**src/rtl/rmt_match_router_if.sv**
```systemverilog
// AXI-Stream bundle shared by the ingress and egress sides of the router.
interface rmt_match_router_if #(
  parameter int DATA_WIDTH = 512,
  parameter int KEEP_WIDTH = DATA_WIDTH / 8,
  parameter int USER_WIDTH = 1,
  parameter int DEST_WIDTH = 2
);
  logic [DATA_WIDTH-1:0] tdata;
  logic [KEEP_WIDTH-1:0] tkeep;
  logic                  tvalid;
  logic                  tready;
  logic                  tlast;
  logic [USER_WIDTH-1:0] tuser;
  logic [DEST_WIDTH-1:0] tdest;

  modport master (output tdata, tkeep, tvalid, tlast, tuser, tdest, input tready);
  modport slave  (input tdata, tkeep, tvalid, tlast, tuser, tdest, output tready);
endinterface

```
**src/rtl/rmt_match_router.sv**
```systemverilog
// Match-action router: classifies each frame on its first beat (EtherType,
// UDP delimiter, function type lookup) and either forwards it with a chosen
// tdest through a single output register, or swallows it.
module rmt_match_router #(
  parameter int              DATA_WIDTH   = 512,
  parameter int              KEEP_WIDTH   = DATA_WIDTH / 8,
  parameter int              USER_WIDTH   = 1,
  parameter int              DEST_WIDTH   = 2,
  parameter int              TABLE_DEPTH  = 4,
  parameter int              ETHER_OFFSET = 12,
  parameter int              DELIM_OFFSET = 42,
  parameter int              FUNC_OFFSET  = 44,
  parameter logic [15:0]     ETHER_VALUE  = 16'h0008,
  parameter logic [15:0]     DELIM_VALUE  = 16'hE1F0,
  parameter int              DEFAULT_DEST = 0,
  parameter int              CNT_WIDTH    = 32
) (
  input  logic                           clk,
  input  logic                           rst,
  rmt_match_router_if.slave              s_axis,
  rmt_match_router_if.master             m_axis,
  input  logic                           cfg_wr_en,
  input  logic [$clog2(TABLE_DEPTH)-1:0] cfg_wr_addr,
  input  logic [15:0]                    cfg_wr_func,
  input  logic [DEST_WIDTH-1:0]          cfg_wr_dest,
  input  logic                           cfg_wr_valid,
  input  logic                           cfg_drop_miss,
  input  logic                           stat_clear,
  output logic [CNT_WIDTH-1:0]           stat_pass_count,
  output logic [CNT_WIDTH-1:0]           stat_drop_count
);

  typedef enum logic [1:0] {IDLE = 2'd0, PASS = 2'd1, DROP = 2'd2} state_t;

  state_t                  state_q, state_d;
  logic [15:0]             tbl_func_q [TABLE_DEPTH];
  logic [15:0]             tbl_func_d [TABLE_DEPTH];
  logic [DEST_WIDTH-1:0]   tbl_dest_q [TABLE_DEPTH];
  logic [DEST_WIDTH-1:0]   tbl_dest_d [TABLE_DEPTH];
  logic [TABLE_DEPTH-1:0]  tbl_vld_q, tbl_vld_d;

  logic [DATA_WIDTH-1:0]   m_tdata_q, m_tdata_d;
  logic [KEEP_WIDTH-1:0]   m_tkeep_q, m_tkeep_d;
  logic                    m_tvalid_q, m_tvalid_d;
  logic                    m_tlast_q, m_tlast_d;
  logic [USER_WIDTH-1:0]   m_tuser_q, m_tuser_d;
  logic [DEST_WIDTH-1:0]   m_tdest_q, m_tdest_d;

  logic [CNT_WIDTH-1:0]    pass_cnt_q, pass_cnt_d;
  logic [CNT_WIDTH-1:0]    drop_cnt_q, drop_cnt_d;

  logic                    s_ready, s_hs;
  logic [15:0]             ether_f, delim_f, func_f;
  logic                    hdr_ok, frame_match, hit, fwd;
  logic [DEST_WIDTH-1:0]   hit_dest, sel_dest, load_dest;
  logic                    load, pass_inc, drop_inc;

  // Ingress accepts when the output slot frees up, or unconditionally while draining a dropped frame.
  assign s_ready = !rst && (state_q == DROP || !m_tvalid_q || m_axis.tready);
  assign s_hs    = s_axis.tvalid && s_ready;

  assign ether_f     = s_axis.tdata[8*ETHER_OFFSET +: 16];
  assign delim_f     = s_axis.tdata[8*DELIM_OFFSET +: 16];
  assign func_f      = s_axis.tdata[8*FUNC_OFFSET +: 16];
  assign hdr_ok      = &s_axis.tkeep[FUNC_OFFSET+1:0];
  assign frame_match = hdr_ok && (ether_f == ETHER_VALUE) && (delim_f == DELIM_VALUE);

  // Priority lookup on the registered table; scanning downward leaves the lowest matching index in place.
  always_comb begin
    hit      = 1'b0;
    hit_dest = '0;
    for (int i = TABLE_DEPTH - 1; i >= 0; i--) begin
      if (tbl_vld_q[i] && tbl_func_q[i] == func_f) begin
        hit      = 1'b1;
        hit_dest = tbl_dest_q[i];
      end
    end
  end

  assign fwd      = frame_match && (hit || !cfg_drop_miss);
  assign sel_dest = hit ? hit_dest : DEST_WIDTH'(DEFAULT_DEST);

  // Frame FSM: beat-0 decision in IDLE, then forward or swallow until tlast.
  always_comb begin
    state_d   = state_q;
    load      = 1'b0;
    load_dest = m_tdest_q;
    pass_inc  = 1'b0;
    drop_inc  = 1'b0;
    case (state_q)
      IDLE: if (s_hs) begin
        if (fwd) begin
          load      = 1'b1;
          load_dest = sel_dest;
          pass_inc  = 1'b1;
          if (!s_axis.tlast) state_d = PASS;
        end else begin
          drop_inc = 1'b1;
          if (!s_axis.tlast) state_d = DROP;
        end
      end
      PASS: if (s_hs) begin
        load = 1'b1;
        if (s_axis.tlast) state_d = IDLE;
      end
      DROP: if (s_hs && s_axis.tlast) state_d = IDLE;
      default: state_d = IDLE;
    endcase
  end

  // Output register: load on a forwarded beat, otherwise retire the held beat once taken.
  always_comb begin
    m_tdata_d  = m_tdata_q;
    m_tkeep_d  = m_tkeep_q;
    m_tvalid_d = m_tvalid_q;
    m_tlast_d  = m_tlast_q;
    m_tuser_d  = m_tuser_q;
    m_tdest_d  = m_tdest_q;
    if (load) begin
      m_tdata_d  = s_axis.tdata;
      m_tkeep_d  = s_axis.tkeep;
      m_tvalid_d = 1'b1;
      m_tlast_d  = s_axis.tlast;
      m_tuser_d  = s_axis.tuser;
      m_tdest_d  = load_dest;
    end else if (m_axis.tready) begin
      m_tvalid_d = 1'b0;
    end
  end

  // Saturating statistics; a clear overrides any increment in the same cycle.
  always_comb begin
    pass_cnt_d = pass_cnt_q;
    drop_cnt_d = drop_cnt_q;
    if (pass_inc && pass_cnt_q != '1) pass_cnt_d = pass_cnt_q + CNT_WIDTH'(1);
    if (drop_inc && drop_cnt_q != '1) drop_cnt_d = drop_cnt_q + CNT_WIDTH'(1);
    if (stat_clear) begin
      pass_cnt_d = '0;
      drop_cnt_d = '0;
    end
  end

  // Table write port; lookups this cycle still see the old contents.
  always_comb begin
    tbl_func_d = tbl_func_q;
    tbl_dest_d = tbl_dest_q;
    tbl_vld_d  = tbl_vld_q;
    if (cfg_wr_en) begin
      tbl_func_d[cfg_wr_addr] = cfg_wr_func;
      tbl_dest_d[cfg_wr_addr] = cfg_wr_dest;
      tbl_vld_d[cfg_wr_addr]  = cfg_wr_valid;
    end
  end

  // State, table, output and counter registers.
  always_ff @(posedge clk or posedge rst) begin
    if (rst) begin
      state_q    <= IDLE;
      tbl_vld_q  <= '0;
      for (int i = 0; i < TABLE_DEPTH; i++) begin
        tbl_func_q[i] <= '0;
        tbl_dest_q[i] <= '0;
      end
      m_tdata_q  <= '0;
      m_tkeep_q  <= '0;
      m_tvalid_q <= 1'b0;
      m_tlast_q  <= 1'b0;
      m_tuser_q  <= '0;
      m_tdest_q  <= '0;
      pass_cnt_q <= '0;
      drop_cnt_q <= '0;
    end else begin
      state_q    <= state_d;
      tbl_func_q <= tbl_func_d;
      tbl_dest_q <= tbl_dest_d;
      tbl_vld_q  <= tbl_vld_d;
      m_tdata_q  <= m_tdata_d;
      m_tkeep_q  <= m_tkeep_d;
      m_tvalid_q <= m_tvalid_d;
      m_tlast_q  <= m_tlast_d;
      m_tuser_q  <= m_tuser_d;
      m_tdest_q  <= m_tdest_d;
      pass_cnt_q <= pass_cnt_d;
      drop_cnt_q <= drop_cnt_d;
    end
  end

  assign s_axis.tready   = s_ready;
  assign m_axis.tdata    = m_tdata_q;
  assign m_axis.tkeep    = m_tkeep_q;
  assign m_axis.tvalid   = m_tvalid_q;
  assign m_axis.tlast    = m_tlast_q;
  assign m_axis.tuser    = m_tuser_q;
  assign m_axis.tdest    = m_tdest_q;
  assign stat_pass_count = pass_cnt_q;
  assign stat_drop_count = drop_cnt_q;

endmodule

```
**src/flat_wrapper.sv**
```systemverilog
// flat-port wrapper written by rule: the top's interface ports become plain ports
module rmt_match_router_flat 
#(
  parameter int              DATA_WIDTH   = 512,
  parameter int              KEEP_WIDTH   = DATA_WIDTH / 8,
  parameter int              USER_WIDTH   = 1,
  parameter int              DEST_WIDTH   = 2,
  parameter int              TABLE_DEPTH  = 4,
  parameter int              ETHER_OFFSET = 12,
  parameter int              DELIM_OFFSET = 42,
  parameter int              FUNC_OFFSET  = 44,
  parameter logic [15:0]     ETHER_VALUE  = 16'h0008,
  parameter logic [15:0]     DELIM_VALUE  = 16'hE1F0,
  parameter int              DEFAULT_DEST = 0,
  parameter int              CNT_WIDTH    = 32
)
  (clk, rst, cfg_wr_en, cfg_wr_addr, cfg_wr_func, cfg_wr_dest, cfg_wr_valid, cfg_drop_miss, stat_clear, stat_pass_count, stat_drop_count, s_axis_tdata, s_axis_tkeep, s_axis_tvalid, s_axis_tlast, s_axis_tuser, s_axis_tdest, s_axis_tready, m_axis_tdata, m_axis_tkeep, m_axis_tvalid, m_axis_tlast, m_axis_tuser, m_axis_tdest, m_axis_tready);
  rmt_match_router_if #(.DATA_WIDTH(DATA_WIDTH), .KEEP_WIDTH(KEEP_WIDTH), .USER_WIDTH(USER_WIDTH), .DEST_WIDTH(DEST_WIDTH)) s_axis_i ();
  rmt_match_router_if #(.DATA_WIDTH(DATA_WIDTH), .KEEP_WIDTH(KEEP_WIDTH), .USER_WIDTH(USER_WIDTH), .DEST_WIDTH(DEST_WIDTH)) m_axis_i ();
  input  logic clk;
  input  logic rst;
  input  logic cfg_wr_en;
  input  logic [$clog2(TABLE_DEPTH)-1:0] cfg_wr_addr;
  input  logic [15:0] cfg_wr_func;
  input  logic [DEST_WIDTH-1:0] cfg_wr_dest;
  input  logic cfg_wr_valid;
  input  logic cfg_drop_miss;
  input  logic stat_clear;
  output logic [CNT_WIDTH-1:0] stat_pass_count;
  output logic [CNT_WIDTH-1:0] stat_drop_count;
  input wire logic [$bits(s_axis_i.tdata)-1:0] s_axis_tdata;
  input wire logic [$bits(s_axis_i.tkeep)-1:0] s_axis_tkeep;
  input wire logic [$bits(s_axis_i.tvalid)-1:0] s_axis_tvalid;
  input wire logic [$bits(s_axis_i.tlast)-1:0] s_axis_tlast;
  input wire logic [$bits(s_axis_i.tuser)-1:0] s_axis_tuser;
  input wire logic [$bits(s_axis_i.tdest)-1:0] s_axis_tdest;
  output wire logic [$bits(s_axis_i.tready)-1:0] s_axis_tready;
  output wire logic [$bits(m_axis_i.tdata)-1:0] m_axis_tdata;
  output wire logic [$bits(m_axis_i.tkeep)-1:0] m_axis_tkeep;
  output wire logic [$bits(m_axis_i.tvalid)-1:0] m_axis_tvalid;
  output wire logic [$bits(m_axis_i.tlast)-1:0] m_axis_tlast;
  output wire logic [$bits(m_axis_i.tuser)-1:0] m_axis_tuser;
  output wire logic [$bits(m_axis_i.tdest)-1:0] m_axis_tdest;
  input wire logic [$bits(m_axis_i.tready)-1:0] m_axis_tready;
  assign s_axis_i.tdata = s_axis_tdata;
  assign s_axis_i.tkeep = s_axis_tkeep;
  assign s_axis_i.tvalid = s_axis_tvalid;
  assign s_axis_i.tlast = s_axis_tlast;
  assign s_axis_i.tuser = s_axis_tuser;
  assign s_axis_i.tdest = s_axis_tdest;
  assign s_axis_tready = s_axis_i.tready;
  assign m_axis_tdata = m_axis_i.tdata;
  assign m_axis_tkeep = m_axis_i.tkeep;
  assign m_axis_tvalid = m_axis_i.tvalid;
  assign m_axis_tlast = m_axis_i.tlast;
  assign m_axis_tuser = m_axis_i.tuser;
  assign m_axis_tdest = m_axis_i.tdest;
  assign m_axis_i.tready = m_axis_tready;
  rmt_match_router #(.DATA_WIDTH(DATA_WIDTH), .KEEP_WIDTH(KEEP_WIDTH), .USER_WIDTH(USER_WIDTH), .DEST_WIDTH(DEST_WIDTH), .TABLE_DEPTH(TABLE_DEPTH), .ETHER_OFFSET(ETHER_OFFSET), .DELIM_OFFSET(DELIM_OFFSET), .FUNC_OFFSET(FUNC_OFFSET), .ETHER_VALUE(ETHER_VALUE), .DELIM_VALUE(DELIM_VALUE), .DEFAULT_DEST(DEFAULT_DEST), .CNT_WIDTH(CNT_WIDTH)) u_core (.clk(clk), .rst(rst), .s_axis(s_axis_i), .m_axis(m_axis_i), .cfg_wr_en(cfg_wr_en), .cfg_wr_addr(cfg_wr_addr), .cfg_wr_func(cfg_wr_func), .cfg_wr_dest(cfg_wr_dest), .cfg_wr_valid(cfg_wr_valid), .cfg_drop_miss(cfg_drop_miss), .stat_clear(stat_clear), .stat_pass_count(stat_pass_count), .stat_drop_count(stat_drop_count));
endmodule
```
**config.mk**
```make
export PLATFORM = sky130hd
export DESIGN_NAME = rmt_match_router_flat
export DESIGN_NICKNAME = d
export VERILOG_FILES = /design/src/rtl/rmt_match_router_if.sv /design/src/rtl/rmt_match_router.sv /design/src/flat_wrapper.sv
export SDC_FILE = /design/constraint.sdc
export NUM_CORES = 1
export LEC_CHECK = 0
export ABC_CLOCK_PERIOD_IN_PS = 53800
export BUFFER_PORTS_ARGS = -buffer_cell sky130_fd_sc_hd__buf_2
export CAP_MARGIN = 20
export CORE_AREA = 2 2 495 497
export CTS_CLUSTER_DIAMETER = 200
export DETAILED_ROUTE_END_ITERATION = 6
export DIE_AREA = 0 0 497 499
export GPL_TIMING_DRIVEN = 0
export PLACE_DENSITY = 0.31
export SYNTH_ARGS = -nofsm -noshare
export SYNTH_HDL_FRONTEND = slang
export SYNTH_SLANG_ARGS = --single-unit
```
**constraint.sdc**
```tcl
create_clock -name clk -period 53.8 [get_ports clk]
set_input_delay 0 -clock clk [delete_from_list [all_inputs] [get_ports clk]]
set_output_delay 0 -clock clk [all_outputs]
set_load 0.05 [all_outputs]
```
# After elaboration in Yosys (flattened, before gate mapping)
# Index checks and enable logic that the tools add are counted.
[totals]
input_bits = 608
wordCells = 107
reg_bits = 723
[classes]
n_reduce_logical = 27
add_sub_neg = 2
bitwise_logic = 1
muxes = 40
eq_ne = 15
n_lt_le_gt_ge = 4
[op_table]
columns = ["operator", "n"]
rows = [
  ["$mux 32", 4],
  ["$add 32x1->32 const B", 2],
  ["$bwmux 64", 1],
  ["$eq 16x16->1", 4],
  ["$ne 32x32->1 const B", 2],
  ["$reduce_and 46->1", 1],
  ["$demux 16 s2", 1],
  ["$mux 2", 13],
  ["$eq 16x16->1 const B", 1],
  ["$eq 16x4->1 const B", 1],
  ["$mux 16", 1],
  ["$logic_and 1x1->1", 14],
  ["$mux 1", 14],
  ["$bwmux 8", 1],
  ["$ne 2x2->1 const B", 3],
  ["$pmux 2 s3", 1],
  ["$reduce_bool 2->1", 3],
  ["$reduce_and 5->1", 1],
  ["$bwmux 4", 1],
  ["$demux 2 s2", 1],
  ["$ne 2x1->1 const B", 2],
  ["$reduce_and 4->1", 1],
  ["$ge 3x3->1 const B", 1],
  ["$logic_not 1->1", 3],
  ["10 further kinds", 12],
]

# Longest topological paths before layout
[logic_depth]
ltp_word = 14
ltp_mapped = 11
ltp_nobuf = 8

# Worst setup path before layout
# Ideal clock, no wire load.
[synth_path]
path_type = "reg2reg"
from = "reg u_core.drop_cnt_q[5] (netlist: u_core.stat_drop_count[5])"
to = "reg u_core.drop_cnt_q[20] (netlist: u_core.stat_drop_count[20])"
n_path_buf = 1
path_slack_ns = 51.042
period_less_slack_ns = 2.758
arrival_ns = 2.630
setup_time_ns = 0.128
stages_incl_launch_ff = 10
path_cell_list = "dfrtp_1 -> and4_1 -> nand4_1 -> or4_1 -> nor3_1 -> nor2_1 -> nand2_2 -> buf_2 -> nor3_1 -> mux2_1"
[synth_between]
elab_chain_cells = 3
[synth_lines]
columns = ["element", "line", "source"]
rows = [
  ["from (decl)", "rmt_match_router.sv:50", "logic [CNT_WIDTH-1:0] drop_cnt_q, drop_cnt_d;"],
  ["from (signal assigned)", "rmt_match_router.sv:184", "drop_cnt_q <= drop_cnt_d;"],
  ["$add 32x1->32 / $ne 32x32->1 (equally long branches)", "rmt_match_router.sv:136", "if (drop_inc && drop_cnt_q != '1) drop_cnt_d = drop_cnt_q + CNT_WIDTH'(1);"],
  ["$mux 32 / $logic_and 1x1->1 (equally long branches)", "rmt_match_router.sv:136", ""],
  ["$mux 32 / $reduce_bool 2->1 (equally long branches)", "--", ""],
]
# Several ways; a longest one is shown, not always the timed one. The select of a mux whose other input is x is not followed.
# A chain may end at the register's enable or synchronous reset.

# Worst setup path in the final report
[layout_path]
from = "in s_axis_tdata[338]"
to = "reg u_core.m_tdata_q[99] (netlist: u_core.m_axis.tdata[99])"
[layout_between]
elab_chain_cells = 6
[layout_lines]
columns = ["element", "line", "source"]
rows = [
  ["from (decl)", "flat_wrapper.sv:31", "input wire logic [$bits(s_axis_i.tdata)-1:0] s_axis_tdata;"],
  ["$eq 16x16->1", "rmt_match_router.sv:66", "assign frame_match = hdr_ok && (ether_f == ETHER_VALUE) && (delim_f == DELIM_VALUE);"],
  ["$logic_and 1x1->1", "rmt_match_router.sv:66", ""],
  ["$logic_and 1x1->1", "rmt_match_router.sv:80", "assign fwd = frame_match && (hit || !cfg_drop_miss);"],
  ["$mux 1", "rmt_match_router.sv:92", "if (fwd) begin"],
  ["$mux 1", "rmt_match_router.sv:91", "IDLE: if (s_hs) begin"],
  ["$pmux 1 s2", "rmt_match_router.sv:90", "case (state_q)"],
  ["to (signal assigned)", "rmt_match_router.sv:177", "m_tdata_q <= m_tdata_d;"],
  ["to (decl)", "rmt_match_router.sv:42", "logic [DATA_WIDTH-1:0] m_tdata_q, m_tdata_d;"],
]
# Every way passes these cells.

==> flow_summary.toml <==
[global_routing]
grt-ovfl-total = 0
grt_usage_pct = 13.4
grt_pass1_wl_um = 235000
antenna_found_initial = 54
grt_max_degree = 113
grt_pass1_vias = 28700

[floorplanning]
rows = 181
die_area_mm2 = 0.248
core_mm2 = 0.243
dieHeight_um = 499
ioPinCount = 1254
die_w_um = 497
start_util_pct = 12.8

[setup_path]
crit_type = "input port to register"
startpoint_type = "input port"
critical_path_required_ps = 54400
rr_worst_depth = 9
cp_max_fo = 10
cp-end-kind = "register"
crit_arrival_ps = 4240

[cts]
clk_pin_slew_worst_paths_ps = 60
postCtsResizedCells = 0
clkLatencyLatePin_ps = 750
clk_path_buf_depth = 3
hold_buffers = 975
cts_htree_levels = 3
cts_setup_buffers = 0
cts-root-buf = "clkbuf_16"
clock_sinks = 723
numCtsBuffers = 97
cts_tree = "done"

[layout]
final_cell_mix = "buf_2, dlygate4sd3_1, dfrtp_1"
finalInstanceArea_mm2 = 0.0543
multi_input_area_mm2 = 0.0120
area_delta_synth_final_pct = 75.3
n_fill_cell = 26100
final_common_cell = "buf_2"
regArea_mm2 = 0.0181
final_nets = 4901
layoutNonFillerInstCount = 7578
drive_gt1_share_pct = 49.0

[yosys]
ys_seq_area_share_pct = 58.4
synth_seq_cells = 723
synthCells = 1973
avgSynthCellArea_um2 = 15.7
syn-num-nets = 2583
synth_cell_types = 57
yosys_warnings = 0
synth_edf_count = 0
synth_area_mm2 = 0.0310
synth_flop_cell = "dfrtp_1"
synthArstFlopShare_pct = 100

[route]
drtIter0Drc = 965
vias_per_cell = 3.42
ant_nets = 0
routed-via-count = 25900
finalWirelength_um = 169000
drc_errors = 0
dr.pass1.iters = 4
wl_per_cell_um = 22.3

[outcome]
outcome = "completed"

[placement]
place.gp.congestion = 0.821
hpwl_um = 136000
dp.cells = 6419
dpl_cell_area_mm2 = 0.0414
place_ws_ps = 49750
io_buffers = 1234

[timing]
slew_violations = 0
rsz0062_at_grt = "false"
setup_violations = 0
final_hold_viol_count = 0
fin_ws_ps = 50160
fmax_ghz = 0.275
min_period_ps = 3640
min_period_over_period_pct = 6.76
final.setup.tns_ps = 0
worst_pin_slew_ps = 892
clock_skew_ps = 44.9
slew_headroom_pct = 40.5

[flow_run]
cap_violations = 0

[worst_hold_path]
min_path_type = "input port to register"
min_path_cells = 3

[power_and_ir_drop]
power.density_mw_per_mm2 = 24.8
ir_worst_vdd_mv = 0.0225
p_leak_nw = 28.1
-- stage by stage --
stage	power [mW]	hold WS [ps]	util, %
2_1_floorplan	0.603	91.1	-
3_3_place_gp	0.650	231	17.0
3_5_place_dp	0.651	137	17.1
4_1_cts	1.38	1.17	22.4
5_1_grt	1.41	4.19	22.4
6_report	1.34	91.4	22.4
-- layer usage --
metal  share of wire (%)  GRT usage [%]
met3                 7.8           4.90
met2                  51           23.9
met4                 3.0           4.03
met5               0.063              0
met1                  39           14.7
-- power breakdown --
part / internal [mW] / switching [mW]
registers: 0.555 / 0.00689
logic: 0.0791 / 0.0566
clock network: 0.369 / 0.277
-- cell type report --
| class | instances | area share [%] |
|---|---|---|
| inverters | 20 | 0.152 |
| well taps | 3202 | 7.38 |
| clock inverters | 20 | 0.491 |
| plain buffers | 103 | 1.40 |
| clock buffers | 147 | 5.17 |
| repair buffers | 2219 | 29.8 |
| diodes | 17 | 0.0784 |
| flip-flops and latches | 723 | 33.3 |
| multi-input cells | 1127 | 22.2 |
-- worst paths after layout --
| kind | from | end | slack, ps |
|---|---|---|---|
| max in group asynchronous | rst | u_core.m_axis.tkeep[3] | 50890 |
| worst max register to register | u_core.tbl_func_q[56] | u_core.m_axis.tdata[99] | 50200 |
| worst max-delay path | s_axis_tdata[338] | u_core.m_axis.tdata[99] | 50160 |
| worst min-delay path | s_axis_tdata[451] | u_core.m_axis.tdata[451] | 90 |
| min in group asynchronous | rst | u_core.m_axis.tdata[173] | 600 |
| worst min register to register | u_core.m_axis.tdata[150] | u_core.m_axis.tdata[150] | 500 |
-- state kept, by name, summed over array words and instances (netlist names) --
name                    flops
u_core.m_axis.tdata       512
u_core.m_axis.tdest         2
u_core.m_axis.tkeep        64
u_core.m_axis.tlast         1
u_core.m_axis.tuser         1
u_core.m_axis.tvalid        1
u_core.stat_drop_count     32
u_core.stat_pass_count     32
u_core.state_q              2
u_core.tbl_dest_q           8
u_core.tbl_func_q          64
u_core.tbl_vld_q            4
-- cell usage after synthesis (4+ instances only) --
cell type | n | share of area [%]
nand3_1 | 31 | 0.50
buf_2 | 27 | 0.44
mux2_4 | 400 | 19
nor4_2 | 7 | 0.28
and3_1 | 10 | 0.20
clkbuf_1 | 28 | 0.34
xnor2_1 | 29 | 0.82
or4_1 | 16 | 0.39
o31ai_1 | 7 | 0.17
inv_1 | 20 | 0.24
nor3_1 | 24 | 0.39
nor2b_1 | 11 | 0.22
nor3b_1 | 4 | 0.097
a21o_1 | 5 | 0.12
or3_1 | 11 | 0.22
nor4b_1 | 4 | 0.11
nand2_1 | 31 | 0.38
mux2_2 | 260 | 9.5
nand4b_1 | 6 | 0.17
nor4_1 | 22 | 0.44
buf_6 | 45 | 1.6
a21oi_1 | 25 | 0.40
o21ai_0 | 14 | 0.23
nor2_1 | 56 | 0.68
dfrtp_1 | 723 | 58
xor2_1 | 65 | 1.8
nand4_1 | 40 | 0.81
-- cells by family after synthesis --
family | share of synthesized area, %
buffers and inverters | 2.69
xor gates and xnor gates | 2.66
and+or+nand+nor | 5.67
muxes | 29.0
adders and majority gates | 0.0808
DFF | 58.4
AOI/OAI and AO/OA | 1.51
-- worst max-delay path, cell delays in order --
cell and delay (ps):
dlygate4sd3_1 550, buf_2 140, or4b_1 700, nor4_1 510, nand4_1 430, nor2_2 260
o31a_4 250, o21ai_2 140, clkbuf_2 450, buf_2 430, mux2_2 330
Power figures use the tool's default switching activity.
